==> config.mk <==
export PLATFORM = sky130hd
export DESIGN_NAME = ast_skid_pipe
export DESIGN_NICKNAME = d
export VERILOG_FILES = /design/src/rtl/ast_skid_pipe.sv
export SDC_FILE = /design/constraint.sdc
export NUM_CORES = 1
export LEC_CHECK = 0
export BUFFER_PORTS_ARGS = -buffer_cell sky130_fd_sc_hd__buf_2
export CAP_MARGIN = 5
export CORE_UTILIZATION = 25
export CTS_BUF_LIST = sky130_fd_sc_hd__clkbuf_8
export DETAILED_ROUTE_END_ITERATION = 8
export GPL_ROUTABILITY_DRIVEN = 1
export SETUP_SLACK_MARGIN = 0.1
export SLEW_MARGIN = 20
export SYNTH_ARGS = -nofsm -noshare
export SYNTH_HDL_FRONTEND = slang
export SYNTH_SLANG_ARGS = --single-unit
==> constraint.sdc <==
create_clock -name clk_i -period 2.3 [get_ports clk_i]
set_input_delay 0.23 -clock clk_i [delete_from_list [all_inputs] [get_ports clk_i]]
set_output_delay 0.23 -clock clk_i [all_outputs]
set_load 0.1 [all_outputs]
==> src/rtl/ast_skid_pipe.sv <==
// ---------------------------------------------------------------------------
// ast_skid_pipe
//
// Avalon-ST pipeline slice built from STAGES full-throughput skid-buffer
// stages. Every stage registers data, valid and ready. There is therefore no
// combinational path from src_ready_i to sink_ready_o, and the slice still
// moves one beat per cycle under any backpressure pattern.
//
// Each stage holds a main register (M, flag mv) that drives its output, and
// a skid register (S, flag sv). S catches the one beat that can arrive while
// the stage is stalled, because the upstream side only sees the registered
// ready one cycle later.
//
// Parameters:
//   DWIDTH         data width, a multiple of BITS_PER_SYMB
//   BITS_PER_SYMB  bits per symbol, which sets the empty width
//   CHANNEL_WIDTH  channel width, >= 1
//   STAGES         number of skid stages, 1..8
//   EMPTY_WIDTH    derived as max(1, clog2(DWIDTH/BITS_PER_SYMB))
//
// Ports:
//   clk_i, rst_n_i         clock and asynchronous active-low reset
//   sink_*                 upstream beat; sink_ready_o is registered
//                          (readyLatency 0)
//   src_*                  downstream beat; src_ready_i comes from downstream
//   clr_err_i              clears the sticky protocol error flags
//   err_o[2:0]             sticky flags: [0] SOP inside a packet,
//                          [1] non-SOP beat outside a packet,
//                          [2] non-zero empty without EOP
//
// Optional feature macro: AST_PROTO_CHECK_EN
//   Defined:   a packet-framing checker watches the sink and drives err_o.
//   Undefined: err_o is tied to 0 and clr_err_i is ignored.
// ---------------------------------------------------------------------------
module ast_skid_pipe #(
  parameter int  DWIDTH        = 64,
  parameter int  BITS_PER_SYMB = 8,
  parameter int  CHANNEL_WIDTH = 1,
  parameter int  STAGES        = 2,
  localparam int SYMBOLS       = DWIDTH / BITS_PER_SYMB,
  localparam int EMPTY_WIDTH   = (SYMBOLS > 1) ? $clog2(SYMBOLS) : 1
) (
  input  logic                     clk_i,
  input  logic                     rst_n_i,
  input  logic [DWIDTH-1:0]        sink_data_i,
  input  logic                     sink_valid_i,
  input  logic                     sink_startofpacket_i,
  input  logic                     sink_endofpacket_i,
  input  logic [EMPTY_WIDTH-1:0]   sink_empty_i,
  input  logic [CHANNEL_WIDTH-1:0] sink_channel_i,
  output logic                     sink_ready_o,
  output logic [DWIDTH-1:0]        src_data_o,
  output logic                     src_valid_o,
  output logic                     src_startofpacket_o,
  output logic                     src_endofpacket_o,
  output logic [EMPTY_WIDTH-1:0]   src_empty_o,
  output logic [CHANNEL_WIDTH-1:0] src_channel_o,
  input  logic                     src_ready_i,
  input  logic                     clr_err_i,
  output logic [2:0]               err_o
);

  // Elaboration-time parameter checks
  if (STAGES < 1 || STAGES > 8) begin : g_bad_stages
    $error("ast_skid_pipe: STAGES=%0d is outside 1..8", STAGES);
  end
  if ((DWIDTH % BITS_PER_SYMB) != 0) begin : g_bad_dwidth
    $error("ast_skid_pipe: DWIDTH=%0d is not a multiple of BITS_PER_SYMB=%0d",
           DWIDTH, BITS_PER_SYMB);
  end

  // A beat travels as one packed word: {data, sop, eop, empty, channel}
  localparam int BW = DWIDTH + 2 + EMPTY_WIDTH + CHANNEL_WIDTH;

  logic [BW-1:0]     m_q [STAGES];
  logic [BW-1:0]     s_q [STAGES];
  logic [STAGES-1:0] mv_q;
  logic [STAGES-1:0] sv_q;
  logic [STAGES-1:0] rdy_q;

  // Chains joining the stages. Index k is the input side of stage k, and
  // index k+1 is its output side. Index 0 is the block sink and index
  // STAGES is the block source.
  logic [BW-1:0]     beat_chain [STAGES+1];
  logic [STAGES:0]   valid_chain;
  logic [STAGES:0]   ready_chain;

  logic [STAGES-1:0] mv_d;
  logic [STAGES-1:0] sv_d;
  logic [STAGES-1:0] load_m;
  logic [STAGES-1:0] load_s;
  logic [STAGES-1:0] m_from_s;

  assign valid_chain = {mv_q, sink_valid_i};
  assign ready_chain = {src_ready_i, rdy_q};

  always_comb begin
    beat_chain[0] = {sink_data_i, sink_startofpacket_i, sink_endofpacket_i,
                     sink_empty_i, sink_channel_i};
    for (int k = 0; k < STAGES; k++) begin
      beat_chain[k+1] = m_q[k];
    end
  end

  // Per-stage next state. The stage's in_ready (rdy_q[k]) is low whenever S
  // is occupied, so a skid unload and an accept never happen together.
  always_comb begin
    // NOTE: every output of this block gets a default before any branch, so
    // no path leaves a value unassigned and no latch is inferred.
    mv_d     = mv_q;
    sv_d     = sv_q;
    load_m   = '0;
    load_s   = '0;
    m_from_s = '0;
    for (int k = 0; k < STAGES; k++) begin
      if (ready_chain[k+1] && sv_q[k]) begin
        // Downstream takes M; the skid beat moves up into M.
        load_m[k]   = 1'b1;
        m_from_s[k] = 1'b1;
        sv_d[k]     = 1'b0;
      end else if (valid_chain[k] && ready_chain[k]) begin
        if (!mv_q[k] || ready_chain[k+1]) begin
          // M is empty or draining this cycle: the new beat replaces it.
          load_m[k] = 1'b1;
          mv_d[k]   = 1'b1;
        end else begin
          // M is held by backpressure: park the beat in S.
          load_s[k] = 1'b1;
          sv_d[k]   = 1'b1;
        end
      end else if (ready_chain[k+1] && mv_q[k]) begin
        mv_d[k] = 1'b0;
      end
    end
  end

  // Control flags. rdy_q is reset to 0 so that sink_ready_o stays low
  // during reset and rises on the first edge after release.
  always_ff @(posedge clk_i or negedge rst_n_i) begin
    // NOTE: state registers use non-blocking assignments so that every
    // stage samples its neighbour's pre-edge value, as real flops do.
    if (!rst_n_i) begin
      mv_q  <= '0;
      sv_q  <= '0;
      rdy_q <= '0;
    end else begin
      mv_q  <= mv_d;
      sv_q  <= sv_d;
      rdy_q <= ~sv_d;
    end
  end

  // Beat payload registers
  always_ff @(posedge clk_i or negedge rst_n_i) begin
    // NOTE: the payload registers are reset as well, so that src_* fields
    // read as zero after reset rather than as stale data.
    if (!rst_n_i) begin
      for (int k = 0; k < STAGES; k++) begin
        m_q[k] <= '0;
        s_q[k] <= '0;
      end
    end else begin
      for (int k = 0; k < STAGES; k++) begin
        if (load_m[k]) m_q[k] <= m_from_s[k] ? s_q[k] : beat_chain[k];
        if (load_s[k]) s_q[k] <= beat_chain[k];
      end
    end
  end

  assign sink_ready_o = ready_chain[0];
  assign src_valid_o  = valid_chain[STAGES];
  assign {src_data_o, src_startofpacket_o, src_endofpacket_o,
          src_empty_o, src_channel_o} = beat_chain[STAGES];

`ifdef AST_PROTO_CHECK_EN
  // Packet-framing checker on the sink side. It only observes beats and
  // never alters them.
  logic       in_pkt_q;
  logic       sink_acc;
  logic [2:0] err_q;
  logic [2:0] err_new;

  assign sink_acc = sink_valid_i & ready_chain[0];

  always_comb begin
    err_new = '0;
    if (sink_acc) begin
      err_new[0] = sink_startofpacket_i & in_pkt_q;
      err_new[1] = ~sink_startofpacket_i & ~in_pkt_q;
      err_new[2] = (sink_empty_i != '0) & ~sink_endofpacket_i;
    end
  end

  always_ff @(posedge clk_i or negedge rst_n_i) begin
    if (!rst_n_i) begin
      in_pkt_q <= 1'b0;
      err_q    <= '0;
    end else begin
      // EOP ends the packet, so a single-beat SOP+EOP packet leaves in_pkt clear.
      if (sink_acc) begin
        if (sink_endofpacket_i)        in_pkt_q <= 1'b0;
        else if (sink_startofpacket_i) in_pkt_q <= 1'b1;
      end
      // A new error on the clearing cycle still sets its flag.
      err_q <= (clr_err_i ? 3'b000 : err_q) | err_new;
    end
  end

  assign err_o = err_q;
`else
  logic unused_clr_err;
  assign unused_clr_err = clr_err_i;
  assign err_o          = 3'b000;
`endif

endmodule

==> Word level (Yosys, flattened, before mapping) <==
Index checks and enable logic that the tools add are counted.
{ "totals": {"elab_cells": 54, "input_bits": 75, "regBits": 286} }
{ "op_classes": {"mux": 28, "bitwise": 3, "n_reduce_logical": 13, "eq_ne": 2} }
{ "ops": {"columns": ["op", "count"], "rows": [
  ["two-way mux 70 bit", 2],
  ["two-way mux 1 bit", 26],
  ["AND reduction 3 bit", 2],
  ["logical AND 1 bit", 5],
  ["!= test 2 x 1 -> 1 bit, second input constant", 2],
  ["nonzero test 2 bit", 2],
  ["zero test 1 bit", 2],
  ["logical OR 1 bit", 2],
  ["NOT 1 bit", 2],
  ["NOT 2 bit", 1]
]} }

==> Logic depth before layout (Yosys ltp) <==
{ "logic_depth": {"ltp_word": 6, "ltp_mapped": 5, "mapped_depth_nobuf": 3} }

==> Worst setup path before layout <==
Ideal clock, no wire load.
{ "synth_timing": {"kind": "register -> register", "startpoint": "register rdy_q[0]", "endpoint": "register s_q[100] (netlist bit)", "path_buffers": 2, "setup_slack_ps": 121, "arrival_time_ps": 2054, "setup_time_ps": 125, "path_stages_with_launch": 6, "t_required_ps": 2175, "path_cell_list": "dfrtp_1 > nand2_1 > or3_1 > buf_2 > buf_6 > mux2_4"} }
{ "synth_via": {"elab_chain_cells": 3} }
{ "synth_lines": {"columns": ["item", "line", "rtl"], "rows": [
  ["start, declared", "79", "logic [STAGES-1:0] rdy_q;"],
  ["start signal, assigned", "149", "rdy_q <= ~sv_d;"],
  ["logical AND 1 bit", "121", "end else if (valid_chain[k] && ready_chain[k]) begin"],
  ["two-way mux 1 bit", "121", null],
  ["two-way mux 1 bit", "116", "if (ready_chain[k+1] && sv_q[k]) begin"],
  ["end signal, assigned by index", "165", "if (load_s[k]) s_q[k] <= beat_chain[k];"],
  ["end, declared", "76", "logic [BW-1:0] s_q [STAGES];"]
]} }
No other way between the ends.
A chain may end at the register's enable or synchronous reset.

==> Worst setup path in the final report <==
{ "layout_timing": {"startpoint": "register rdy_q[0]", "endpoint": "register s_q[139] (netlist bit)"} }
Same word-level chain as after synthesis.

==> load_flow_metrics.sql <==
INSERT INTO impl_metrics (metric_group, metric, value, unit) VALUES
('timing', 'fin_hold_ws', '134', 'ps'),
('placed_design', 'pre_cts_slack', '493', 'ps'),
('cts', 'post_cts_resize_count', '0', ''),
('floorplan', 'floorplan.initialDensity', '0.253', ''),
('power_and_ir_drop', 'swShare', '0.418', ''),
('layout', 'area_delta_synth_final', '21.8', '%'),
('drt', 'drt-initial-drc-count', '203', ''),
('global_route', 'antenna_found_initial', '0', ''),
('synth', 'synth_top_family_by_area', 'multiplexers', ''),
('floorplan', 'core.rowCount', '84', ''),
('layout', 'num-nets-final', '1098', ''),
('power_and_ir_drop', 'areal_power_density_over_the_cells', '1570', 'nW/um2'),
('synth', 'synth.ff_latch_count', '286', ''),
('cts', 'cts_root_buffer', 'sky130_fd_sc_hd__clkbuf_8', ''),
('layout', 'area_occupied_by_multi_input_gates', '5410', 'um2'),
('synth', 'synth.area.top_cells', 'sky130_fd_sc_hd__dfrtp_1, sky130_fd_sc_hd__mux2_2, sky130_fd_sc_hd__mux2_4', ''),
('power_and_ir_drop', 'p_leak', '7.61', 'nW'),
('synth', 'postSynthAreaPerCell', '15.8', 'um2'),
('timing', 'worst-slew-pin-transition', '689', 'ps'),
('global_route', 'gr-total-overflow', '0', ''),
('timing', 'period_share', '0.792', ''),
('power_and_ir_drop', 'switchingPower', '10.7', 'mW'),
('power_and_ir_drop', 'peakVddDrop', '1040', 'uV'),
('synth', 'yosys.area_share.xor_xnor', '0', ''),
('worst_setup_path', 'kind_of_capture_point_of_the_worst_setup_path', 'flop', ''),
('timing', 'fmax', '0.549', 'GHz'),
('run_status', 'status', 'completed', ''),
('timing', 'final_critical_path_setup_slack', '479', 'ps'),
('floorplan', 'chipWidth', '233', 'um'),
('placed_design', 'number_of_i_o_port_buffers', '145', ''),
('floorplan', 'i_o_pin_count', '150', ''),
('synth', 'sequential_area_share_after_synthesis', '0.536', ''),
('drt', 'detailedRoute.firstPassIterationCount', '4', ''),
('synth', 'synth.yosys.warnings', '0', ''),
('timing', 'hold_violations', '0', ''),
('timing', 'clock_period_minus_worst_slack', '1820', 'ps'),
('timing', 'setup-violations-final', '0', ''),
('power_and_ir_drop', 'pwr-share-clk', '0.193', ''),
('global_route', 'grt_util_all_layers', '0.107', ''),
('synth', 'synth_area', '13300', 'um2'),
('cts', 'cts_made_buffers', '53', ''),
('synth', 'synth_top_cell_area_share', '0.536', ''),
('placed_design', 'gp_congestion', '0.688', ''),
('drt', 'avgRoutedWirePerCell', '16.3', 'um'),
('cts', 'clock_tree_from_tritoncts', 'yes', ''),
('worst_setup_path', 'timing.reg2reg.worst_path_depth', '4', ''),
('drt', 'routed-via-count', '7260', ''),
('worst_setup_path', 'timing_worst_setup_path_type', 'reg -> reg', ''),
('global_route', 'first_global_vias', '7836', ''),
('run', 'drv_cap', '0', ''),
('drt', 'antenna_left', '0', ''),
('synth', 'post_synth_and_or_nand_nor_area_fraction', '0.00206', ''),
('cts', 'htreeDepth', '2', ''),
('worst_setup_path', 'critical_path.cell_chain', 'nand2_1 -> or3_4 -> buf_12 -> mux2_2', ''),
('layout', 'layout_filler_cell_count', '5162', ''),
('floorplan', 'die_area', '54300', 'um2'),
('synth', 'yosysTopAreaCell', 'sky130_fd_sc_hd__dfrtp_1', ''),
('worst_setup_path', 'cp_slowest_stage_delay', '500', 'ps'),
('global_route', 'grt_start_max_net_pins', '98', ''),
('worst_setup_path', 'critPathSlowestCell', 'sky130_fd_sc_hd__buf_12', ''),
('synth', 'compound_cell_area_share_of_the_yosys_netlist', '0.00563', ''),
('layout', 'post-route-cell-area', '16300', 'um2'),
('cts', 'clock_latency', '600', 'ps'),
('synth', 'synth_adder_area_share', '0', ''),
('cts', 'cts.path.max_buffers', '3', ''),
('timing', 'number_of_max_slew_violations_in_the_final_report', '0', ''),
('cts', 'tritoncts_num_sinks', '286', ''),
('worst_setup_path', 'critical_path_arrival', '2300', 'ps'),
('cts', 'clkTransAtPathRegs', '60', 'ps'),
('synth', 'synthesis.instances', '845', ''),
('timing', 'final.setup.tns', '0', 'ps');
-- cell usage after synthesis --
master and number:
sky130_fd_sc_hd__dfrtp_1 286, sky130_fd_sc_hd__or3_1 2, sky130_fd_sc_hd__mux2_2 284, sky130_fd_sc_hd__buf_2 16
sky130_fd_sc_hd__a21oi_1 4, sky130_fd_sc_hd__buf_1 6, sky130_fd_sc_hd__o22ai_1 2, sky130_fd_sc_hd__buf_4 71
sky130_fd_sc_hd__conb_1 1, sky130_fd_sc_hd__a21boi_0 2, sky130_fd_sc_hd__clkbuf_1 7, sky130_fd_sc_hd__nand2_1 4
sky130_fd_sc_hd__inv_1 6, sky130_fd_sc_hd__buf_6 14, sky130_fd_sc_hd__o21ai_0 2, sky130_fd_sc_hd__a2bb2oi_1 2
sky130_fd_sc_hd__mux2_4 136
-- power groups by stage --
stage          clock, mW  sequential (mW)  combinational (mW)
2_1_floorplan          0             8.68                10.6
3_3_place_gp           0             8.71                11.7
3_5_place_dp           0             8.82                11.8
4_1_cts             5.16             8.79                12.0
5_1_grt             5.38             9.10                12.4
6_report            4.93             8.77                11.8
-- flip-flops by register name, summed over array words and instances (netlist names), 2 cells and up --
signal and count:
src_data_o 64, beat_chain 70, rdy_q 2, src_empty_o 3
mv_q 2, sv_q 2, s_q 140
-- worst max-delay path, delay by kind of cell, from the launching register on --
family	cells	cell delay [ps]
multiplexers	1	400
buffers and inverters	1	500
flip-flops	1	390
AND/OR/NAND/NOR	2	310
-- layout by cell type, fill, tap and decap left out, types with 3 or more instances in the layout --
master / n
sky130_fd_sc_hd__a21oi_1: 4
sky130_fd_sc_hd__buf_12: 13
sky130_fd_sc_hd__buf_2: 144
sky130_fd_sc_hd__buf_4: 4
sky130_fd_sc_hd__bufinv_16: 3
sky130_fd_sc_hd__clkbuf_8: 64
sky130_fd_sc_hd__clkinv_2: 3
sky130_fd_sc_hd__conb_1: 3
sky130_fd_sc_hd__dfrtp_1: 286
sky130_fd_sc_hd__dlygate4sd3_1: 73
sky130_fd_sc_hd__inv_1: 20
sky130_fd_sc_hd__mux2_2: 284
sky130_fd_sc_hd__mux2_4: 136
-- layer usage --
| metal | up-vias | wire (um) | track usage |
|---|---|---|---|
| met5 | - | 0 | 0 |
| met3 | 52 | 1190 | 0.0230 |
| met2 | 127 | 13500 | 0.170 |
| met4 | 0 | 776 | 0.0468 |
| met1 | 3787 | 12900 | 0.138 |
| li1 | 3294 | - | - |
-- final timing paths --
| kind | startpoint | end | slack [ps] |
|---|---|---|---|
| setup / recovery | rdy_q[0] | s_q[139] | 480 |
| hold / removal | rst_n_i | s_q[17] | 130 |
| setup reg to reg | rdy_q[0] | s_q[139] | 480 |
| hold reg to reg | src_data_o[2] | src_data_o[2] | 500 |
| max in group asynchronous | rst_n_i | src_data_o[33] | 1310 |
| min in group clk_i | sink_data_i[10] | s_q[86] | 400 |
-- logic make-up after synthesis --
family | Yosys count
AO/OA/AOI/OAI | 12
buffers and inverters | 120
flip-flops | 286
multiplexers | 420
other | 1
AND/OR/NAND/NOR | 6
-- area by class of cell --
type / instances / share of cell area
antenna: 1 / 0.000154
clock buffer: 64 / 0.0542
clock inverter: 21 / 0.0102
inverter: 6 / 0.00139
multi-input combinational: 441 / 0.333
sequential: 286 / 0.440
tap: 688 / 0.0530
timing repair buffer: 235 / 0.108
-- what timing repair did --
action / 4_1_cts / 5_1_grt
buffers inserted: 0 / 0
endpoints found under the hold margin: 397 / 0
hold buffers: 73 / 0
(Power assumes the default switching activity.)
